`config.mk`:
```
export PLATFORM = sky130hd
export DESIGN_NAME = roman2bin_dec_flat
export DESIGN_NICKNAME = d
export VERILOG_FILES = /design/src/rtl/roman2bin_dec_pkg.sv /design/src/rtl/roman2bin_dec_if.sv /design/src/rtl/roman2bin_dec_sym_val.sv /design/src/rtl/roman2bin_dec.sv /design/src/flat_wrapper.sv
export SDC_FILE = /design/constraint.sdc
export NUM_CORES = 1
export LEC_CHECK = 0
export ABC_CLOCK_PERIOD_IN_PS = 9000
export CAP_MARGIN = 5
export CORE_ASPECT_RATIO = 0.75
export CORE_UTILIZATION = 60
export DETAILED_ROUTE_END_ITERATION = 6
export PLACE_DENSITY = 0.91
export SLEW_MARGIN = 20
export SYNTH_ARGS = -nofsm -noshare
export SYNTH_HDL_FRONTEND = slang
export SYNTH_SLANG_ARGS = --single-unit
```
`constraint.sdc`:
```
create_clock -name clk -period 9 [get_ports clk]
set_input_delay 2.7 -clock clk [delete_from_list [all_inputs] [get_ports clk]]
set_output_delay 2.7 -clock clk [all_outputs]
set_load 0.01 [all_outputs]
```
`src/rtl/roman2bin_dec_pkg.sv`:
```
// Shared definitions for the serial Roman-numeral decoder.
// Provides the symbol encoding (same as the bin2roman encoder), width
// constants, the FSM state type and small helper functions.
package roman_pkg;

  localparam int BIT_WIDTH = 6;  // decoded value width
  localparam int OUT_WIDTH = 3;  // symbol code width
  localparam int MAX_LEN   = 7;  // longest legal frame (XXXVIII)
  localparam int ACC_WIDTH = 9;  // holds MAX_LEN * 50

  localparam logic [OUT_WIDTH-1:0] SYM_NULL = 3'b000;
  localparam logic [OUT_WIDTH-1:0] SYM_I    = 3'b001;
  localparam logic [OUT_WIDTH-1:0] SYM_V    = 3'b010;
  localparam logic [OUT_WIDTH-1:0] SYM_X    = 3'b011;
  localparam logic [OUT_WIDTH-1:0] SYM_L    = 3'b100;

  typedef enum logic [0:0] {
    ACC  = 1'b0,
    DONE = 1'b1
  } state_t;

  // Numeric value of a symbol code; NULL and unused codes map to 0.
  function automatic logic [ACC_WIDTH-1:0] sym_value(input logic [OUT_WIDTH-1:0] code);
    logic [ACC_WIDTH-1:0] v;
    case (code)
      SYM_I:   v = 9'd1;
      SYM_V:   v = 9'd5;
      SYM_X:   v = 9'd10;
      SYM_L:   v = 9'd50;
      default: v = 9'd0;
    endcase
    return v;
  endfunction

  // Only IV, IX and XL are canonical subtractive pairs in 0..63.
  function automatic logic pair_ok(input logic [OUT_WIDTH-1:0] sub,
                                   input logic [OUT_WIDTH-1:0] min);
    return ((sub == SYM_I) && ((min == SYM_V) || (min == SYM_X))) ||
           ((sub == SYM_X) && (min == SYM_L));
  endfunction

endpackage

```
`src/rtl/roman2bin_dec_if.sv`:
```
// Symbol-stream input and result output of the Roman decoder.
//   sym_valid/sym/sym_last/sym_ready : last-tagged symbol stream
//   val_valid/val/val_err/val_ready  : decoded result
// slave  = decoder side, master = producer/consumer side.
interface roman2bin_dec_if import roman_pkg::*; ();
  logic                 sym_valid;
  logic [OUT_WIDTH-1:0] sym;
  logic                 sym_last;
  logic                 sym_ready;
  logic                 val_valid;
  logic [BIT_WIDTH-1:0] val;
  logic                 val_err;
  logic                 val_ready;

  modport slave (
    input  sym_valid, sym, sym_last, val_ready,
    output sym_ready, val_valid, val, val_err
  );

  modport master (
    output sym_valid, sym, sym_last, val_ready,
    input  sym_ready, val_valid, val, val_err
  );
endinterface

```
`src/rtl/roman2bin_dec_sym_val.sv`:
```
// Combinational symbol code to value lookup.
//   code         : symbol code
//   value        : numeric value (0 for NULL / unused codes)
//   code_invalid : code lies above SYM_L
module roman_sym_val import roman_pkg::*; (
  input  logic [OUT_WIDTH-1:0] code,
  output logic [ACC_WIDTH-1:0] value,
  output logic                 code_invalid
);
  assign value        = sym_value(code);
  assign code_invalid = (code > SYM_L);
endmodule

```
`src/rtl/roman2bin_dec.sv`:
```
// Serial Roman-numeral decoder: accumulates a last-tagged stream of symbol
// codes into a 6-bit value and flags non-canonical or out-of-range frames.
//   clk   : clock, rising edge
//   rst_n : asynchronous active-low reset
//   bus   : symbol stream in / result out (roman2bin_dec_if.slave)
module roman2bin_dec import roman_pkg::*; (
  input logic             clk,
  input logic             rst_n,
  roman2bin_dec_if.slave  bus
);

  localparam logic [ACC_WIDTH-1:0] VAL_MAX = ACC_WIDTH'((1 << BIT_WIDTH) - 1);

  state_t               state_r, state_s;
  logic [ACC_WIDTH-1:0] acc_r, acc_s;
  logic [ACC_WIDTH-1:0] sub_r, sub_s;   // subtrahend of the pair just seen, 0 if none
  logic [OUT_WIDTH-1:0] prev_r, prev_s;
  logic [2:0]           run_r, run_s;
  logic [3:0]           len_r, len_s;
  logic                 err_r, err_s;
  logic [BIT_WIDTH-1:0] val_r, val_s;
  logic                 val_err_r, val_err_s;

  logic [ACC_WIDTH-1:0] v_s, p_s, acc_next_s;
  logic                 code_bad_s, prev_bad_s;
  logic                 ready_s, accept_s, same_s, rise_s;
  logic [2:0]           run_inc_s, run_next_s;
  logic [3:0]           len_next_s;
  logic                 sym_err_s, frame_err_s;

  roman_sym_val u_cur  (.code(bus.sym), .value(v_s), .code_invalid(code_bad_s));
  roman_sym_val u_prev (.code(prev_r),  .value(p_s), .code_invalid(prev_bad_s));

  // sym_ready is low while reset is asserted even though state already reads ACC.
  assign ready_s       = rst_n && (state_r == ACC);
  assign accept_s      = bus.sym_valid && ready_s;
  assign bus.sym_ready = ready_s;
  assign bus.val_valid = (state_r == DONE);
  assign bus.val       = val_r;
  assign bus.val_err   = val_err_r;

  // Per-symbol arithmetic and canonical-form checks.
  always_comb begin
    same_s     = (bus.sym == prev_r);
    run_inc_s  = (run_r == 3'd7) ? 3'd7 : run_r + 3'd1;
    run_next_s = same_s ? run_inc_s : 3'd1;
    len_next_s = (len_r == 4'd15) ? 4'd15 : len_r + 4'd1;
    rise_s     = (prev_r != SYM_NULL) && (v_s > p_s);
    if (rise_s) begin
      acc_next_s = acc_r + v_s - {p_s[ACC_WIDTH-2:0], 1'b0};
    end else begin
      acc_next_s = acc_r + v_s;
    end
    sym_err_s = code_bad_s || prev_bad_s ||
                (bus.sym == SYM_NULL) ||
                (same_s && ((bus.sym == SYM_V) || (bus.sym == SYM_L))) ||
                (run_next_s > 3'd3) ||
                (rise_s && (run_r > 3'd1)) ||
                (rise_s && !pair_ok(prev_r, bus.sym)) ||
                ((sub_r != {ACC_WIDTH{1'b0}}) && (v_s >= sub_r)) ||
                (len_next_s > 4'(MAX_LEN));
    frame_err_s = err_r || sym_err_s || (acc_next_s > VAL_MAX);
  end

  // Next-state and next-register logic of the ACC/DONE FSM.
  always_comb begin
    state_s   = state_r;
    acc_s     = acc_r;
    sub_s     = sub_r;
    prev_s    = prev_r;
    run_s     = run_r;
    len_s     = len_r;
    err_s     = err_r;
    val_s     = val_r;
    val_err_s = val_err_r;
    case (state_r)
      ACC: begin
        if (accept_s) begin
          prev_s = bus.sym;
          run_s  = run_next_s;
          len_s  = len_next_s;
          err_s  = err_r || sym_err_s;
          // Once the frame has failed, symbols are only drained.
          if (!err_r) begin
            acc_s = acc_next_s;
            sub_s = rise_s ? p_s : {ACC_WIDTH{1'b0}};
          end else begin
            acc_s = acc_r;
          end
          if (bus.sym_last) begin
            state_s   = DONE;
            err_s     = frame_err_s;
            val_err_s = frame_err_s;
            val_s     = frame_err_s ? {BIT_WIDTH{1'b0}} : acc_next_s[BIT_WIDTH-1:0];
          end else begin
            state_s = ACC;
          end
        end else begin
          state_s = ACC;
        end
      end
      DONE: begin
        if (bus.val_ready) begin
          state_s   = ACC;
          acc_s     = {ACC_WIDTH{1'b0}};
          sub_s     = {ACC_WIDTH{1'b0}};
          prev_s    = SYM_NULL;
          run_s     = 3'd0;
          len_s     = 4'd0;
          err_s     = 1'b0;
          val_s     = {BIT_WIDTH{1'b0}};
          val_err_s = 1'b0;
        end else begin
          state_s = DONE;
        end
      end
      default: begin
        state_s = ACC;
      end
    endcase
  end

  // State and datapath registers.
  always_ff @(posedge clk or negedge rst_n) begin
    if (!rst_n) begin
      state_r   <= ACC;
      acc_r     <= {ACC_WIDTH{1'b0}};
      sub_r     <= {ACC_WIDTH{1'b0}};
      prev_r    <= SYM_NULL;
      run_r     <= 3'd0;
      len_r     <= 4'd0;
      err_r     <= 1'b0;
      val_r     <= {BIT_WIDTH{1'b0}};
      val_err_r <= 1'b0;
    end else begin
      state_r   <= state_s;
      acc_r     <= acc_s;
      sub_r     <= sub_s;
      prev_r    <= prev_s;
      run_r     <= run_s;
      len_r     <= len_s;
      err_r     <= err_s;
      val_r     <= val_s;
      val_err_r <= val_err_s;
    end
  end

endmodule

```
`src/flat_wrapper.sv`:
```
// flat-port wrapper written by rule: the top's interface ports become plain ports
module roman2bin_dec_flat import roman_pkg::*;
  (clk, rst_n, bus_sym_valid, bus_sym, bus_sym_last, bus_val_ready, bus_sym_ready, bus_val_valid, bus_val, bus_val_err);
  roman2bin_dec_if bus_i ();
  input logic clk;
  input logic rst_n;
  input wire logic [$bits(bus_i.sym_valid)-1:0] bus_sym_valid;
  input wire logic [$bits(bus_i.sym)-1:0] bus_sym;
  input wire logic [$bits(bus_i.sym_last)-1:0] bus_sym_last;
  input wire logic [$bits(bus_i.val_ready)-1:0] bus_val_ready;
  output wire logic [$bits(bus_i.sym_ready)-1:0] bus_sym_ready;
  output wire logic [$bits(bus_i.val_valid)-1:0] bus_val_valid;
  output wire logic [$bits(bus_i.val)-1:0] bus_val;
  output wire logic [$bits(bus_i.val_err)-1:0] bus_val_err;
  assign bus_i.sym_valid = bus_sym_valid;
  assign bus_i.sym = bus_sym;
  assign bus_i.sym_last = bus_sym_last;
  assign bus_i.val_ready = bus_val_ready;
  assign bus_sym_ready = bus_i.sym_ready;
  assign bus_val_valid = bus_i.val_valid;
  assign bus_val = bus_i.val;
  assign bus_val_err = bus_i.val_err;
  roman2bin_dec u_core (.clk(clk), .rst_n(rst_n), .bus(bus_i));
endmodule
```
; ---- Word-level counts from Yosys, hierarchy flattened
; Cells that the tools add are included.
[word_totals]
register_bits = 37
in_bits = 8
word_cells = 104
[op_classes]
addsub = 4
reduce_logical = 29
eq_ne = 15
n_bitwise = 1
n_lt_le_gt_ge = 8
muxes = 38
[ops]
columns = op, n
row1 = 2-to-1 mux 9 bit, 6
row2 = case mux 6 bit (4 select lines), 2
row3 = case mux 9 bit (2 select lines), 2
row4 = 2-to-1 mux 6 bit, 5
row5 = 2-to-1 mux 3 bit, 5
row6 = logical OR 1 bit, 13
row7 = equality test 3 x 2 -> 1 bit (second input constant), 4
row8 = 2-to-1 mux 4 bit, 3
row9 = case mux 3 bit (2 select lines), 2
row10 = case mux 6 bit (2 select lines), 1
row11 = adder 9 x 6 -> 9 bit, 1
row12 = equality test 3 bit (second input constant), 3
row13 = greater-or-equal comparator 6 x 9 -> 1 bit, 1
row14 = > comparator 9 x 6 -> 1 bit (second input constant), 1
row15 = logical AND 1 bit, 9
row16 = nonzero test 9 bit, 1
row17 = subtractor 9 x 7 -> 9 bit, 1
row18 = 2-to-1 mux 1 bit, 8
row19 = case mux 4 bit (2 select lines), 1
row20 = equality test 3 x 1 -> 1 bit (second input constant), 2
row21 = > comparator 3 bit (second input constant), 2
row22 = > comparator 6 bit, 1
row23 = inequality test 2 bit (second input constant), 3
row24 = case mux 1 bit (2 select lines), 3
row25 = 14 further kinds, 15

; ---- Depth between registers and ports, before layout
[depth]
depth_word = 15
ltp_mapped = 17

; ---- Hierarchy
; A second synthesis with hierarchy kept.
[unflattened]
cells_unflattened = 362
area_unflattened_um2 = 3171.8
[by_module_without_submodules]
columns = mod, seq_area_each_um2, instances, cells_each, area_per_inst_um2
row1 = roman2bin_dec, 925.9, 1, 338, 2994.1
row2 = roman_sym_val, 0.0, 2, 12, 88.8

; ---- Worst setup path before layout
; No wires, ideal clock.
[synth_path]
path_kind = input to register
start = in bus_sym[1]
end = reg u_core.val_err_r, in the netlist u_core.bus.val_err
setup_ns = 0.126
t_arrival_ns = 6.692
path_stages = 14
slack_ns = 2.181
cell_sequence = clkbuf_1 > nor3b_2 > or2_2 > fa_1 > a21o_1 > a21o_1 > a2111o_1 > o311ai_0 > ha_1 > or4_4 > a311o_1 > nor4b_4 > nor3_2 > o32a_1
[synth_between]
elab_chain_cells = 14
[synth_lines]
columns = element, line_no
row1 = "start, declared", flat_wrapper.sv:8  ; input wire logic [$bits(bus_i.sym)-1:0] bus_sym;
row2 = "parallel branches: the longest is 10 deep, another holds adder 9 x 6 -> 9 bit", -
row3 = logical OR 1 bit *, roman2bin_dec.sv:62  ; frame_err_s = err_r || sym_err_s || (acc_next_s > VAL_MAX);
row4 = 2-to-1 mux 1 bit *, roman2bin_dec.sv:90  ; if (bus.sym_last) begin
row5 = 2-to-1 mux 1 bit *, roman2bin_dec.sv:78  ; if (accept_s) begin
row6 = case mux 1 bit (2 select lines) *, roman2bin_dec.sv:76  ; case (state_r)
row7 = "end signal, assigned", roman2bin_dec.sv:144  ; val_err_r <= val_err_s;
row8 = "end, declared", roman2bin_dec.sv:22  ; logic val_err_r, val_err_s;
; Every way passes the cells marked *. The select of a mux whose other input is x is not followed.
; A chain may end at the register's enable or synchronous reset.

; ---- Final worst setup path
[layout_path]
start = in bus_sym[2]
end = reg u_core.val_err_r, in the netlist u_core.bus.val_err
; Same word-level chain as after synthesis.

==> reports/metrics.cfg <==
[route]
post_drt_wl_per_cell_um = 17.9
wl_um = 6840
firstDrtPassIters = 5
antenna_left = 0
first_iter_violations = 313
post-route-drc-count = 0
dr_total_vias = 2553
via_per_inst = 6.68

[critical_path]
worst_ep_required_time_ps = 9180
r2r_cells = 12
r2r_end = u_core.bus.val_err
critPathCapture = u_core.bus.val_err
r2r_slack_ps = 4760
startpoint = bus_sym[2]
cp_max_fo = 8
setup.worst_path.class = input pin to register
crit_arrival_ps = 7450
worstReg2RegStart = u_core.acc_r[0]
critPathCaptureType = register
cp-start-kind = input pin

[cts]
cts_tree = built
clkSinkCount = 33
post_cts_buffers = 0
ctsHoldBuffers = 0
clkTransAtPathRegs_ps = 80
htree_levels = 2
cts-buffers-inserted = 5
insertion_delay_ps = 300
cts_max_path_buffers = 2
post_cts_resized = 0
root_buffer = clkbuf_8

[sta]
fin_crit_sh = 0.808
fmax_mhz = 138
drv_slew = 0
setup_viol = 0
slew_headroom = 0.427
finalHoldViolations = 0
fin_crit_ps = 7270
fin_tns_setup_ps = 0
max_slew.worst_pin.slew_ps = 860
clock_skew_ps = 7.93
rsz0062_at_grt = false

[logic_synthesis]
ys_seq_elements = 33
yosys_warnings = 0
yosysSeqAreaShare = 0.307
synth_edf_count = 0
synth.avg_cell_area_sq_um = 8.56
syn_area_sq_um = 2690
synth-main-ff-cell = dfrtp_1
synth_async_sr_flop_share = 1.00
ys_top_cells_by_area = dfrtp_1 31%, ha_1 12%, nand2_1 6.1%
synth.distinct_cells = 59
yosys.area.top_type_share = 0.307
syn_nets = 349
netlist_instances = 314
synth_top_cell_by_area = dfrtp_1

[global_routing]
grt_antenna_before_repair = 0
grt_max_degree = 35
grt_pass1_vias = 2174
grt.overflow.total = 0
grt_util_all_layers = 0.307
grt_pass1_wl_um = 10800

[finish]
drive_gt1_frac = 0.0673
stdcell_area_sq_um = 2990
utilization = 0.716
nNetsFinal = 361
area_growth_syn_to_layout_pct = 11.3
antenna_cells = 0

[power_and_ir_drop]
power_uw = 857
p_per_area_nw_per_um2 = 286
ir_worst_vdd_mv = 0.141
p_leak_nw = 1.33

[min_path]
hold_path.class = register to register
hold_depth = 2
hold_path.startpoint = u_core.sub_r[2]

[die]
floorplan.rows = 20
fp.dieH_um = 60.0
die-area_sq_um = 4760
coreArea_sq_um = 4180
initial_core_util = 0.643
io_pins = 17
die_x_um = 79.3

[place]
gp_congestion = 0.924
portBuffers = 16
placed_cell_area_sq_um = 2880
hpwl_um = 5020

[run_status]
status = finished clean

[run]
drv_cap = 0

## synthesized netlist by cell type, drive strengths merged (5+ instances only)
library cell,count
nor2,16
buf,5
a21oi,18
nand2b,5
xnor2,8
and3,5
a21o,6
o21ai,21
nand3,8
a211oi,5
o31ai,9
dfrtp,33
nor3,8
nand2,44
nor2b,6
ha,25
clkbuf,8
inv,18
## how the worst min path moves through the flow
stage	to	slack, ps
3_3_place_gp	u_core.sub_r[2]	460
5_1_grt	u_core.bus.val[2]	530
4_1_cts	u_core.sub_r[2]	490
2_1_floorplan	u_core.sub_r[2]	440
6_report	u_core.sub_r[2]	490
3_5_place_dp	u_core.sub_r[2]	470
## kinds of logic after synthesis
logic type,share of synthesized area
and+or+nand+nor,0.228
AOI/OAI and AO/OA,0.240
DFF,0.307
buffers and inverters,0.0456
adders and majority gates,0.131
xor gates and xnor gates,0.0326
muxes,0.0158
## sequential cells by signal, summed over array words and instances, names as in the netlist
signal,count
u_core.bus.val_valid,1
u_core.bus.val,6
u_core.len_r,4
u_core.run_r,3
u_core.bus.val_err,1
u_core.acc_r,9
u_core.sub_r,5
u_core.prev_r,3
u_core.err_r,1
## power breakdown
part | switching (mW) | total [mW] | internal (mW)
Combinational | 0.281 | 0.473 | 0.192
Clock | 0.0608 | 0.144 | 0.0828
Sequential | 0.0540 | 0.240 | 0.186
Total | 0.396 | 0.857 | 0.461
## routing by layer
layer  track usage  vias up  part of all wire
li1              -     1183                 -
met1         0.491     1233              0.49
met2         0.401      126              0.41
met3        0.0656       11             0.092
met4        0.0909        0            0.0088
met5             0        -                 0
## through the flow
step	hold WS (ps)	std cells	worst slack [ps]
final	490	382	1730
after global routing	528	382	1580
after CTS	488	382	1760
after detailed placement	473	374	1420
after global placement	456	374	1600
after floorplan	443	314	2180
## placed cells by master (no fill, tap or decap), types with 6 or more instances in the layout
cell type        count
nand2_1             44
dfrtp_1             33
ha_1                25
o21ai_0             20
inv_1               18
a21oi_1             17
nor2_1              16
clkdlybuf4s50_1     16
o31ai_1              9
xnor2_1              8
nand3_1              8
nor3_1               7
a21o_1               6
## critical path, stage by stage
cell,delay (ps)
clkdlybuf4s50_1,610
nand2b_1,180
nor2_1,110
or2_2,350
fa_1,440
a21o_1,210
a21o_1,210
a2111o_1,400
o311ai_0,200
ha_1,380
or4_4,550
a311o_1,380
nor4b_4,240
nor3_2,130
o32a_1,370
## area by class of cell
| class | instances | area (sq um) |
|---|---|---|
| tap | 55 | 68.8 |
| timing repair buffer | 18 | 175 |
| fill | 309 | 1190 |
| clock buffer | 5 | 68.8 |
| multi-input combinational | 250 | 1740 |
| sequential | 33 | 826 |
| clock inverter | 3 | 46.3 |
| inverter | 18 | 67.6 |
(Power assumes the default switching activity.)
